`config.mk`:
```
export PLATFORM = sky130hd
export DESIGN_NAME = climate_source_selector_flat
export DESIGN_NICKNAME = d
export VERILOG_FILES = /design/src/rtl/climate_source_selector_if.sv /design/src/rtl/climate_source_selector.sv /design/src/flat_wrapper.sv
export SDC_FILE = /design/constraint.sdc
export NUM_CORES = 1
export LEC_CHECK = 0
export CAP_MARGIN = 15
export CORE_ASPECT_RATIO = 0.9
export CORE_MARGIN = 5
export CORE_UTILIZATION = 57
export CTS_CLUSTER_DIAMETER = 150
export DETAILED_ROUTE_END_ITERATION = 16
export PLACE_DENSITY = 0.95
export SLEW_MARGIN = 30
export SYNTH_ARGS = -nofsm -noshare
export SYNTH_HDL_FRONTEND = slang
export SYNTH_SLANG_ARGS = --single-unit
```
`constraint.sdc`:
```
create_clock -name clk -period 10.9 [get_ports clk]
set_input_delay 1.635 -clock clk [delete_from_list [all_inputs] [get_ports clk]]
set_output_delay 1.635 -clock clk [all_outputs]
set_load 0.01 [all_outputs]
```
`src/rtl/climate_source_selector_if.sv`:
```
// Sample, threshold and actuator signals between the threshold controller, the
// source selector and the actuator drivers.
interface climate_source_selector_if;
    logic               sample_valid;
    logic        [15:0] light_level;
    logic signed [7:0]  indoor_temp;

    logic        [15:0] solar_th;
    logic signed [7:0]  solar_cooldown_th;
    logic signed [7:0]  solar_heatup_th;
    logic signed [7:0]  ambient_cooldown_th;
    logic signed [7:0]  ambient_heatup_th;
    logic signed [7:0]  geothermal_cooldown_th;
    logic signed [7:0]  geothermal_heatup_th;

    logic               solar_en;
    logic               ambient_en;
    logic               geo_en;
    logic               mode_heat;
    logic               mode_cool;
    logic        [1:0]  active_source;

    modport master (
        output sample_valid, light_level, indoor_temp,
        output solar_th, solar_cooldown_th, solar_heatup_th,
        output ambient_cooldown_th, ambient_heatup_th,
        output geothermal_cooldown_th, geothermal_heatup_th,
        input  solar_en, ambient_en, geo_en, mode_heat, mode_cool, active_source
    );

    modport slave (
        input  sample_valid, light_level, indoor_temp,
        input  solar_th, solar_cooldown_th, solar_heatup_th,
        input  ambient_cooldown_th, ambient_heatup_th,
        input  geothermal_cooldown_th, geothermal_heatup_th,
        output solar_en, ambient_en, geo_en, mode_heat, mode_cool, active_source
    );
endinterface

```
`src/rtl/climate_source_selector.sv`:
```
// Chooses a thermal source (solar > ambient > geothermal) and heat/cool direction from
// sampled light and temperature, with hysteresis, minimum dwell and a dead time between sources.
module climate_source_selector #(
    parameter int unsigned HYST        = 1,
    parameter int unsigned MIN_DWELL   = 4,
    parameter int unsigned DEAD_CYCLES = 16
) (
    input logic                      clk,
    input logic                      rst,
    climate_source_selector_if.slave bus
);

    typedef enum logic [2:0] {StOff, StSolar, StAmbient, StGeo, StDead} state_e;

    localparam logic [1:0] SrcNone    = 2'd0;
    localparam logic [1:0] SrcSolar   = 2'd1;
    localparam logic [1:0] SrcAmbient = 2'd2;
    localparam logic [1:0] SrcGeo     = 2'd3;

    localparam logic signed [8:0] HystX    = 9'(HYST);
    localparam logic        [3:0] MinDwell = 4'(MIN_DWELL);
    localparam logic        [7:0] DeadLast = 8'(DEAD_CYCLES - 1);

    state_e            state_q, state_d;
    logic              dir_cool_q, dir_cool_d;
    logic        [3:0] dwell_q, dwell_d;
    logic        [7:0] dead_cnt_q, dead_cnt_d;
    logic        [1:0] target_src_q, target_src_d;
    logic              target_cool_q, target_cool_d;
    logic              eval_pending_q, eval_pending_d;
    logic       [15:0] light_q;
    logic signed [7:0] temp_q;

    logic              solar_en_q, solar_en_d;
    logic              ambient_en_q, ambient_en_d;
    logic              geo_en_q, geo_en_d;
    logic              mode_heat_q, mode_heat_d;
    logic              mode_cool_q, mode_cool_d;
    logic        [1:0] active_q, active_d;

    // Temperatures and thresholds widened so threshold +/- HYST cannot wrap.
    logic signed [8:0] temp_x;
    logic signed [8:0] sol_cool_x, sol_heat_x;
    logic signed [8:0] amb_cool_x, amb_heat_x;
    logic signed [8:0] geo_cool_x, geo_heat_x;

    assign temp_x     = {temp_q[7], temp_q};
    assign sol_cool_x = {bus.solar_cooldown_th[7], bus.solar_cooldown_th};
    assign sol_heat_x = {bus.solar_heatup_th[7], bus.solar_heatup_th};
    assign amb_cool_x = {bus.ambient_cooldown_th[7], bus.ambient_cooldown_th};
    assign amb_heat_x = {bus.ambient_heatup_th[7], bus.ambient_heatup_th};
    assign geo_cool_x = {bus.geothermal_cooldown_th[7], bus.geothermal_cooldown_th};
    assign geo_heat_x = {bus.geothermal_heatup_th[7], bus.geothermal_heatup_th};

    logic       solar_ok;
    logic [3:1] cool_req, heat_req;

    assign solar_ok    = light_q >= bus.solar_th;
    assign cool_req[1] = solar_ok && (temp_x >= sol_cool_x);
    assign heat_req[1] = solar_ok && (temp_x <= sol_heat_x);
    assign cool_req[2] = temp_x >= amb_cool_x;
    assign heat_req[2] = temp_x <= amb_heat_x;
    assign cool_req[3] = temp_x >= geo_cool_x;
    assign heat_req[3] = temp_x <= geo_heat_x;

    logic [1:0] cand_src;
    logic       cand_cool;

    always_comb begin
        cand_src  = SrcNone;
        cand_cool = 1'b0;
        if (cool_req[1] || heat_req[1]) begin
            cand_src  = SrcSolar;
            cand_cool = cool_req[1];
        end else if (cool_req[2] || heat_req[2]) begin
            cand_src  = SrcAmbient;
            cand_cool = cool_req[2];
        end else if (cool_req[3] || heat_req[3]) begin
            cand_src  = SrcGeo;
            cand_cool = cool_req[3];
        end
    end

    // Thresholds of the source currently engaged, for the hysteresis exit test.
    logic        [1:0] cur_src;
    logic signed [8:0] cur_cool_x, cur_heat_x;
    logic              exit_met;
    logic        [3:0] dwell_inc;

    always_comb begin
        cur_src    = SrcNone;
        cur_cool_x = sol_cool_x;
        cur_heat_x = sol_heat_x;
        case (state_q)
            StSolar: cur_src = SrcSolar;
            StAmbient: begin
                cur_src    = SrcAmbient;
                cur_cool_x = amb_cool_x;
                cur_heat_x = amb_heat_x;
            end
            StGeo: begin
                cur_src    = SrcGeo;
                cur_cool_x = geo_cool_x;
                cur_heat_x = geo_heat_x;
            end
            default: ;
        endcase
    end

    assign exit_met  = dir_cool_q ? (temp_x < (cur_cool_x - HystX))
                                  : (temp_x > (cur_heat_x + HystX));
    assign dwell_inc = (dwell_q >= MinDwell) ? MinDwell : dwell_q + 4'd1;

    function automatic state_e src_to_state(logic [1:0] src);
        case (src)
            SrcSolar:   return StSolar;
            SrcAmbient: return StAmbient;
            SrcGeo:     return StGeo;
            default:    return StOff;
        endcase
    endfunction

    logic go_dead, go_off;

    always_comb begin
        state_d        = state_q;
        dir_cool_d     = dir_cool_q;
        dwell_d        = dwell_q;
        dead_cnt_d     = dead_cnt_q;
        target_src_d   = target_src_q;
        target_cool_d  = target_cool_q;
        eval_pending_d = eval_pending_q;
        go_dead        = 1'b0;
        go_off         = 1'b0;

        case (state_q)
            StOff: begin
                if (eval_pending_q) begin
                    eval_pending_d = 1'b0;
                    if (cand_src != SrcNone) begin
                        state_d    = src_to_state(cand_src);
                        dir_cool_d = cand_cool;
                        dwell_d    = 4'd0;
                    end
                end
            end
            StSolar, StAmbient, StGeo: begin
                if (eval_pending_q) begin
                    eval_pending_d = 1'b0;
                    dwell_d        = dwell_inc;
                    if (state_q == StSolar && !solar_ok) begin
                        // Losing light is not voluntary: ignore dwell.
                        go_dead = cand_src != SrcNone;
                        go_off  = cand_src == SrcNone;
                    end else if (dwell_inc == MinDwell) begin
                        if (exit_met) begin
                            go_dead = cand_src != SrcNone;
                            go_off  = cand_src == SrcNone;
                        end else if (cand_src != SrcNone && cand_src < cur_src) begin
                            go_dead = 1'b1;
                        end
                    end
                end
            end
            StDead: begin
                if (dead_cnt_q == DeadLast) begin
                    state_d        = src_to_state(target_src_q);
                    dir_cool_d     = target_cool_q;
                    dwell_d        = 4'd0;
                    dead_cnt_d     = 8'd0;
                    eval_pending_d = 1'b0;
                end else begin
                    dead_cnt_d = dead_cnt_q + 8'd1;
                end
            end
            default: state_d = StOff;
        endcase

        if (go_off) begin
            state_d = StOff;
            dwell_d = 4'd0;
        end
        if (go_dead) begin
            state_d       = StDead;
            target_src_d  = cand_src;
            target_cool_d = cand_cool;
            dead_cnt_d    = 8'd0;
        end
        if (bus.sample_valid) begin
            eval_pending_d = 1'b1;
        end
    end

    always_comb begin
        solar_en_d   = 1'b0;
        ambient_en_d = 1'b0;
        geo_en_d     = 1'b0;
        active_d     = SrcNone;
        case (state_d)
            StSolar: begin
                solar_en_d = 1'b1;
                active_d   = SrcSolar;
            end
            StAmbient: begin
                ambient_en_d = 1'b1;
                active_d     = SrcAmbient;
            end
            StGeo: begin
                geo_en_d = 1'b1;
                active_d = SrcGeo;
            end
            default: ;
        endcase
        mode_cool_d = (active_d != SrcNone) && dir_cool_d;
        mode_heat_d = (active_d != SrcNone) && !dir_cool_d;
    end

    always_ff @(posedge clk or posedge rst) begin
        if (rst) begin
            state_q        <= StOff;
            dir_cool_q     <= 1'b0;
            dwell_q        <= 4'd0;
            dead_cnt_q     <= 8'd0;
            target_src_q   <= SrcNone;
            target_cool_q  <= 1'b0;
            eval_pending_q <= 1'b0;
            light_q        <= 16'd0;
            temp_q         <= 8'sd0;
            solar_en_q     <= 1'b0;
            ambient_en_q   <= 1'b0;
            geo_en_q       <= 1'b0;
            mode_heat_q    <= 1'b0;
            mode_cool_q    <= 1'b0;
            active_q       <= SrcNone;
        end else begin
            state_q        <= state_d;
            dir_cool_q     <= dir_cool_d;
            dwell_q        <= dwell_d;
            dead_cnt_q     <= dead_cnt_d;
            target_src_q   <= target_src_d;
            target_cool_q  <= target_cool_d;
            eval_pending_q <= eval_pending_d;
            if (bus.sample_valid) begin
                light_q <= bus.light_level;
                temp_q  <= bus.indoor_temp;
            end
            solar_en_q     <= solar_en_d;
            ambient_en_q   <= ambient_en_d;
            geo_en_q       <= geo_en_d;
            mode_heat_q    <= mode_heat_d;
            mode_cool_q    <= mode_cool_d;
            active_q       <= active_d;
        end
    end

    assign bus.solar_en      = solar_en_q;
    assign bus.ambient_en    = ambient_en_q;
    assign bus.geo_en        = geo_en_q;
    assign bus.mode_heat     = mode_heat_q;
    assign bus.mode_cool     = mode_cool_q;
    assign bus.active_source = active_q;

endmodule

```
`src/flat_wrapper.sv`:
```
// flat-port wrapper written by rule: the top's interface ports become plain ports
module climate_source_selector_flat 
#(
    parameter int unsigned HYST        = 1,
    parameter int unsigned MIN_DWELL   = 4,
    parameter int unsigned DEAD_CYCLES = 16
)
  (clk, rst, bus_sample_valid, bus_light_level, bus_indoor_temp, bus_solar_th, bus_solar_cooldown_th, bus_solar_heatup_th, bus_ambient_cooldown_th, bus_ambient_heatup_th, bus_geothermal_cooldown_th, bus_geothermal_heatup_th, bus_solar_en, bus_ambient_en, bus_geo_en, bus_mode_heat, bus_mode_cool, bus_active_source);
  climate_source_selector_if bus_i ();
  input logic clk;
  input logic rst;
  input wire logic [$bits(bus_i.sample_valid)-1:0] bus_sample_valid;
  input wire logic [$bits(bus_i.light_level)-1:0] bus_light_level;
  input wire logic [$bits(bus_i.indoor_temp)-1:0] bus_indoor_temp;
  input wire logic [$bits(bus_i.solar_th)-1:0] bus_solar_th;
  input wire logic [$bits(bus_i.solar_cooldown_th)-1:0] bus_solar_cooldown_th;
  input wire logic [$bits(bus_i.solar_heatup_th)-1:0] bus_solar_heatup_th;
  input wire logic [$bits(bus_i.ambient_cooldown_th)-1:0] bus_ambient_cooldown_th;
  input wire logic [$bits(bus_i.ambient_heatup_th)-1:0] bus_ambient_heatup_th;
  input wire logic [$bits(bus_i.geothermal_cooldown_th)-1:0] bus_geothermal_cooldown_th;
  input wire logic [$bits(bus_i.geothermal_heatup_th)-1:0] bus_geothermal_heatup_th;
  output wire logic [$bits(bus_i.solar_en)-1:0] bus_solar_en;
  output wire logic [$bits(bus_i.ambient_en)-1:0] bus_ambient_en;
  output wire logic [$bits(bus_i.geo_en)-1:0] bus_geo_en;
  output wire logic [$bits(bus_i.mode_heat)-1:0] bus_mode_heat;
  output wire logic [$bits(bus_i.mode_cool)-1:0] bus_mode_cool;
  output wire logic [$bits(bus_i.active_source)-1:0] bus_active_source;
  assign bus_i.sample_valid = bus_sample_valid;
  assign bus_i.light_level = bus_light_level;
  assign bus_i.indoor_temp = bus_indoor_temp;
  assign bus_i.solar_th = bus_solar_th;
  assign bus_i.solar_cooldown_th = bus_solar_cooldown_th;
  assign bus_i.solar_heatup_th = bus_solar_heatup_th;
  assign bus_i.ambient_cooldown_th = bus_ambient_cooldown_th;
  assign bus_i.ambient_heatup_th = bus_ambient_heatup_th;
  assign bus_i.geothermal_cooldown_th = bus_geothermal_cooldown_th;
  assign bus_i.geothermal_heatup_th = bus_geothermal_heatup_th;
  assign bus_solar_en = bus_i.solar_en;
  assign bus_ambient_en = bus_i.ambient_en;
  assign bus_geo_en = bus_i.geo_en;
  assign bus_mode_heat = bus_i.mode_heat;
  assign bus_mode_cool = bus_i.mode_cool;
  assign bus_active_source = bus_i.active_source;
  climate_source_selector #(.HYST(HYST), .MIN_DWELL(MIN_DWELL), .DEAD_CYCLES(DEAD_CYCLES)) u_core (.clk(clk), .rst(rst), .bus(bus_i));
endmodule
```
==> impl_metrics.py <==
metrics = {
    "run_status": {
        "status": "finished, final reports clean",
    },
    "sta": {
        "fin_setup_tns_ps": 0,
        "setup_viol": 0,
        "finalMaxSlewViolations": 0,
        "fin_crit_sh_pct": 51.0,
        "grt_setup_unrepaired": "no",
        "hold_viol": 0,
        "tightestPinTransition_ps": 897,
        "fmax_mhz": 180,
        "period_needed_ps": 5560,
        "finalClockSkew_ps": 15.1,
        "maxSlewHeadroom_pct": 40.1,
    },
    "drt": {
        "route.detailed.drc": 0,
        "vias": 4618,
        "drt_first_pass_iters": 5,
        "via_per_inst": 5.97,
        "drtIter0Drc": 252,
        "wirelength_mm": 13.4,
        "wl_per_cell_um": 17.3,
        "final_antenna_net_count": 0,
    },
    "clock_tree": {
        "clock_tree.htree_level_count": 2,
        "cts_made_buffers": 5,
        "clock_latency_ps": 310,
        "cts_tree": "yes",
        "clock-sinks": 51,
        "clk_pin_slew_worst_paths_ps": 90,
        "post_cts_buffers": 0,
        "hold_buffers": 0,
        "ctsResizeCount": 0,
        "cts_buffer_depth": 2,
        "clock-root-buffer": "clkbuf_8",
    },
    "setup_path": {
        "critPathArrivalTime_ps": 5760,
        "worstSetupEndpointType": "flop",
        "startpoint_type": "input pin",
        "startpoint": "bus_ambient_cooldown_th[7]",
        "r2r_slack_ps": 6080,
        "critPathRequiredTime_ps": 11100,
        "cp_max_fo": 12,
        "rr_startpoint": "u_core.state_q[2]",
        "path_class": "input pin to flop",
    },
    "yosys": {
        "ys_ff_latch": 51,
        "netlist_area_um2": 4920,
        "ys_types": 67,
        "synth_top_family_by_area": "adder cells",
        "async_flop_share_pct": 100,
        "synth_seq_area_share_pct": 25.9,
        "synthXorXnorAreaFrac_pct": 2.85,
        "synth-main-ff-cell": "dfrtp_1",
        "synth_compound_area_share_pct": 16.6,
        "synthesis.nets": 736,
        "synthSimpleGateAreaFrac_pct": 16.9,
        "syn-mean-instance-area_um2": 8.81,
        "ys_warn_count": 0,
        "synth.area.top_cells": "dfrtp_1 (26%), ha_1 (22%), inv_1 (5.7%), mux2_2 (5.0%), mux2i_1 (3.7%)",
        "synth_top_cell_area_share_pct": 25.9,
        "synth_area_leader_cell": "dfrtp_1",
        "synth_mux_area_share_pct": 9.15,
        "synth_edf_count": 0,
        "syn-instance-count": 559,
        "synth_adder_area_share_pct": 21.9,
    },
    "min_path": {
        "min_path_type": "flop to flop",
        "hp-start": "u_core.target_src_q[1]",
    },
    "floorplanning": {
        "die_h_um": 98.2,
        "dieWidth_um": 108,
        "coreArea_um2": 8490,
        "num_rows": 32,
        "start_util_pct": 58.0,
        "num_io_pins": 98,
        "die-area_um2": 10600,
    },
    "grt": {
        "grt.overflow.total": 0,
        "track_usage_pct": 25.0,
        "antenna_found_initial": 0,
        "grt_pass1_wl_mm": 21.7,
        "grt_max_degree": 52,
        "grt_pass1_vias": 4782,
    },
    "run": {
        "drv_cap": 0,
    },
    "final_layout": {
        "drive_gt1_share_pct": 6.41,
        "final_common_cell": "clkdlybuf4s50_1",
        "final_nets": 831,
        "area_growth_pct": 24.3,
        "insertedDiodeCount": 0,
        "instances_no_fill": 774,
        "layout_common_cells": "clkdlybuf4s50_1 (96), ha_1 (86), inv_1 (74)",
    },
    "power": {
        "p_leak_nw": 2.94,
        "power_density_nw_per_um2": 179,
        "vdd_drop_max_uv": 112,
    },
    "placed_design": {
        "hpwl_mm": 10.6,
        "port_buffers": 97,
        "dp_cells": 766,
        "gp_congestion": 0.953,
    },
}
==> cell families after synthesis <==
family / after synthesis
buf+inv: 85
flops: 51
mux: 42
fa+ha+maj: 86
simple gates: 163
compound gates: 116
xor+xnor: 16
==> sequential cells by signal, summed over array words and instances (netlist names) <==
| name | cells |
|---|---|
| u_core.dir_cool_q | 1 |
| u_core.bus.mode_heat | 1 |
| u_core.eval_pending_q | 1 |
| u_core.dead_cnt_q | 8 |
| u_core.bus.solar_en | 1 |
| u_core.state_q | 3 |
| u_core.light_q | 16 |
| u_core.target_src_q | 2 |
| u_core.temp_q | 8 |
| u_core.bus.active_source | 2 |
| u_core.target_cool_q | 1 |
| u_core.bus.geo_en | 1 |
| u_core.dwell_q | 4 |
| u_core.bus.mode_cool | 1 |
| u_core.bus.ambient_en | 1 |
==> report_power, final <==
part,switching (mW),internal [mW],total [mW],leakage (nW)
Combinational,0.372,0.304,0.676,2.25
Clock,0.0656,0.0756,0.141,0.0618
Sequential,0.0468,0.233,0.280,0.629
==> final cells by class <==
class                      count  area, um^2
clock buffer                   6        82.6
clock inverter                 2        38.8
fill                         606        2370
inverter                      75         284
multi-input combinational    423        3320
sequential                    51        1280
tap                          119         149
timing repair buffer          98         973
==> metrics by stage <==
step | instance area [um^2] | worst slack [ps] | total power [mW] | util (%) | hold WS, ps
after floorplan | 4920 | 6180 | 0.754 | - | 458
after global placement | 6000 | 5380 | 0.890 | 70.7 | 471
after detailed placement | 6000 | 5140 | 0.936 | 70.7 | 485
after CTS | 6120 | 5440 | 1.09 | 72.1 | 505
after global routing | 6120 | 5110 | 1.18 | 72.1 | 540
final | 6120 | 5340 | 1.10 | 72.1 | 504
==> worst paths after layout <==
kind	endpoint	cells past startpoint
setup / recovery	u_core.target_src_q[0]	15
setup reg to reg	u_core.target_src_q[0]	17
hold reg to reg	u_core.target_src_q[1]	1
min in group asynchronous	u_core.bus.active_source[0]	2
hold / removal	u_core.target_src_q[1]	1
max in group asynchronous	u_core.dir_cool_q	2
==> Yosys cell counts, drive strengths merged (3+ instances only) <==
cell and count:
or3 3, nor3 13, inv 75, ha 86, dfrtp 51, a21o 10
and3 3, a21oi 34, o21ai 19, nor2 43, xnor2 9, nor2b 15
nor3b 4, a31oi 3, o21a 3, mux2i 18, nand2 34, a21boi 3
nand3 12, and4 5, clkbuf 4, a211oi 5, xor2 7, and2 4
nand2b 8, a41oi 3, nand4 11, mux2 24, nand3b 4, o31ai 3
o211ai 6, buf 6
==> layer usage <==
metal	up-vias	track usage, %	share of wire [%]
li1	2190	-	-
met1	2169	29.1	40
met2	202	44.5	49
met3	57	6.01	7.6
met4	0	8.64	3.6
met5	-	0	0
==> worst max-delay path, cell delays in order <==
cell	delay (ps)
clkdlybuf4s50_1	470
inv_1	40
ha_1	340
and4_1	250
mux2i_1	190
a21oi_1	90
a311oi_1	580
nand3b_1	340
and2_1	280
ha_1	200
nand2b_1	170
nor2_1	100
nand3_1	130
a211oi_4	550
mux2_1	370
No activity file was read; power rests on OpenSTA's default activity.
==> patch (same settings) <==
Make the reset (`rst`) synchronous in one clocked block.
--- a/src/rtl/climate_source_selector.sv
+++ b/src/rtl/climate_source_selector.sv
@@ -215,7 +215,7 @@
         mode_heat_d = (active_d != SrcNone) && !dir_cool_d;
     end
 
-    always_ff @(posedge clk or posedge rst) begin
+    always_ff @(posedge clk) begin
         if (rst) begin
             state_q        <= StOff;
             dir_cool_q     <= 1'b0;
Check against the original RTL: differs if rst is asserted again (counterexample within 4 cycles, from zero or initial values and one cycle with rst high); with rst held inactive, the same outputs for 10 cycles.
==> patch against the unedited design <==
  * Critical endpoint is now u_core.bus.mode_cool
  * Worst hold slack lost 0.0085 ns
  * Area after synthesis shrank 3.9%
  * Critical path depth is the same
  * Worst setup slack lost 0.060 ns
  * Count of clock-buffer cells in the layout is the same
  * Sequential share of layout area shrank 3.4 points
  * Final area shrank 4.3%
  * Core utilization grew 0.50 points
  * Routed wire length grew 1.4%
  * Clock skew shrank 0.0042 ns
  * Sequential cell count is the same
Power is not compared: it rests on default switching activity, and its combinational part moved more than twofold at a synthesized area within 25%.
==> patch: results (changes against the unedited design) <==
Synth
  – Synth top cells by count: ha_1, inv_1, nor2_1, dfxtp_1, mux2i_1
  – Ranking of synthesized cells by area: ha_1, dfxtp_1, mux2i_1
  – Post-synthesis sequential area ratio: 21.6% (-4.3 points)
  – Main synth FF type: dfxtp_1
  – Cells after Synth: 579 (+3.6%)
  – Ys Warns: 0 (unchanged)
  – Unique masters post-synth: 68 (+1.5%)
  – Mapped Nets: 756 (+2.7%)
  – Async set or reset register ratio after synthesis: 0% (-100 points)

Clock tree
  – Resized Gates After CTS: 0 (unchanged)
  – Clock Pin Slew Worst Setup and Hold Paths: 0.09 ns (about the same)
  – Clock Latency Late Sink: about 0.30 ns
  – Htree depth: 2 (unchanged)
  – Setup bufs post-CTS: 0 (unchanged)
  – CTS Buf Count: 5 (unchanged)
  – Clock Path Buffers: 2 (unchanged)
  – Clock root cell: clkbuf_8

Detailed routing
  – Routed Wire Length: 13600 um (+1.4%)
  – DR vias/cell: 6.17 (+3.5%)
  – Drt pass-1 iters: 6 (+1)
  – Starting DRT DRC Count: 453 (+80%)

Global routing
  – Initial antenna violation count: 0 (unchanged)
  – First-pass GRT wire length: 22400 um (+3.3%)
  – Vias in the first global route: 5053 (+5.7%)
  – Gr usage total: 26.8% (+1.9 points)
  – Largest net degree at the start of global routing: 32 (-38%)

Timing
  – Worst slew pin tran: 0.800 ns (-0.0966 ns)
  – Final Skew: 0.0110 ns (-0.00416 ns)

Final layout
  – Share of cells above drive strength 1: 3.42% (-3.0 points)
  – Top flop regs: u_core.light_q x16, u_core.dead_cnt_q x8, u_core.temp_q x8
  – # diodes: 0 (unchanged)
  – Final non-filler cell total: 771 (-0.39%)
  – Post-layout net count: 848 (+2.0%)

Hold path
  – HP Class: flip-flop to flip-flop
  – HP Start: u_core.dwell_q[3]

Critical path
  – Flop2flop setup slack: 6.15 ns (+0.07 ns)
  – Worst EP arrival: 5.82 ns (+0.06 ns)
  – CP startpoint: bus_geothermal_cooldown_th[0]
  – Reg-to-reg critical path startpoint: u_core.state_q[2]
  – Crit path max fanout: 8 (-4)

Power and ir drop
  – Leakage dissipation: ~0.0027 uW
  – VDD IR max: approximately 90 uV
  – Switching part of the total: between 30% and 40%

Place
  – I/O Buffers: 97 (unchanged)
  – HPWL Detailed: 11000 um (+3.8%)
  – Final GP Congestion: 0.984 (+3.2%)
  – Post-Place Cells: 763 (-0.39%)

Status
  – Status: finished clean
==> patch: cell types whose count changed in the layout (fill, tap and decap cells not counted), moves of 9 or more <==
cell	unedited run	this run
mux2_2	22	0
nor2_1	42	69
nand2_1	34	25
dfrtp_1	51	0
mux2i_1	18	43
dfxtp_1	0	50
==> patch: cell families after synthesis <==
group	share of synthesized area [%]
DFF	21.6
muxes	9.63
xor gates and xnor gates	3.33
adders and majority gates	22.8
and+or+nand+nor	17.9
AOI/OAI and AO/OA	17.1
buffers and inverters	7.62
==> patch: area by class of cell <==
| cell class | instances | area, sq um |
|---|---|---|
| inverters | 78 | 293 |
| flip-flops and latches | 51 | 1020 |
| well taps | 99 | 124 |
| repair buffers | 98 | 973 |
| multi-input cells | 437 | 3350 |
| clock inverters | 2 | 13.8 |
| clock buffers | 6 | 82.6 |
| fillers | 589 | 2210 |
==> patch: worst paths after layout <==
kind | endpoint | depth (start not counted)
setup / recovery | u_core.bus.mode_cool | 15
hold / removal | u_core.dwell_q[3] | 2
setup reg to reg | u_core.bus.mode_cool | 16
hold reg to reg | u_core.dwell_q[3] | 2
==> patch: metal layers <==
metal	vias up	part of all wire, %	GRT usage [%]
li1	2250	-	-
met1	2200	38	29.7
met2	254	50	50.6
met3	55	9.3	5.58
met4	0	3.0	11.0
met5	-	0	0
==> patch: power groups by stage <==
stage | Sequential, uW | Combinational, uW | Clock (uW)
final | 208 | 199 | 114
after global routing | 209 | 219 | 125
after CTS | 207 | 197 | 116
after detailed placement | 211 | 195 | 0
after global placement | 211 | 182 | 0
after floorplan | 206 | 122 | 0
==> patch: metrics by stage <==
stage	hold WS, ns	setup WS, ns	total power, uW	area (sq um)	util [%]
3_5_place_dp	0.470	5.03	406	5760	71.4
4_1_cts	0.489	5.36	520	5860	72.6
3_3_place_gp	0.462	5.24	393	5760	71.4
6_report	0.496	5.28	521	5860	72.6
2_1_floorplan	0.446	5.96	328	4730	-
5_1_grt	0.520	4.98	553	5860	72.6
==> patch: critical path: stages <==
cell and delay [ns]:
clkdlybuf4s50_1 0.43, mux2_1 0.34, mux2i_2 0.23, ha_1 0.24, nand3_1 0.12, nor3_1 0.35
a21boi_0 0.17, ha_1 0.37, nand2_1 0.09, a2111o_1 0.41, a32o_1 0.26, o211a_1 0.20
a2111o_1 0.62, nand2_4 0.18, and3b_1 0.19
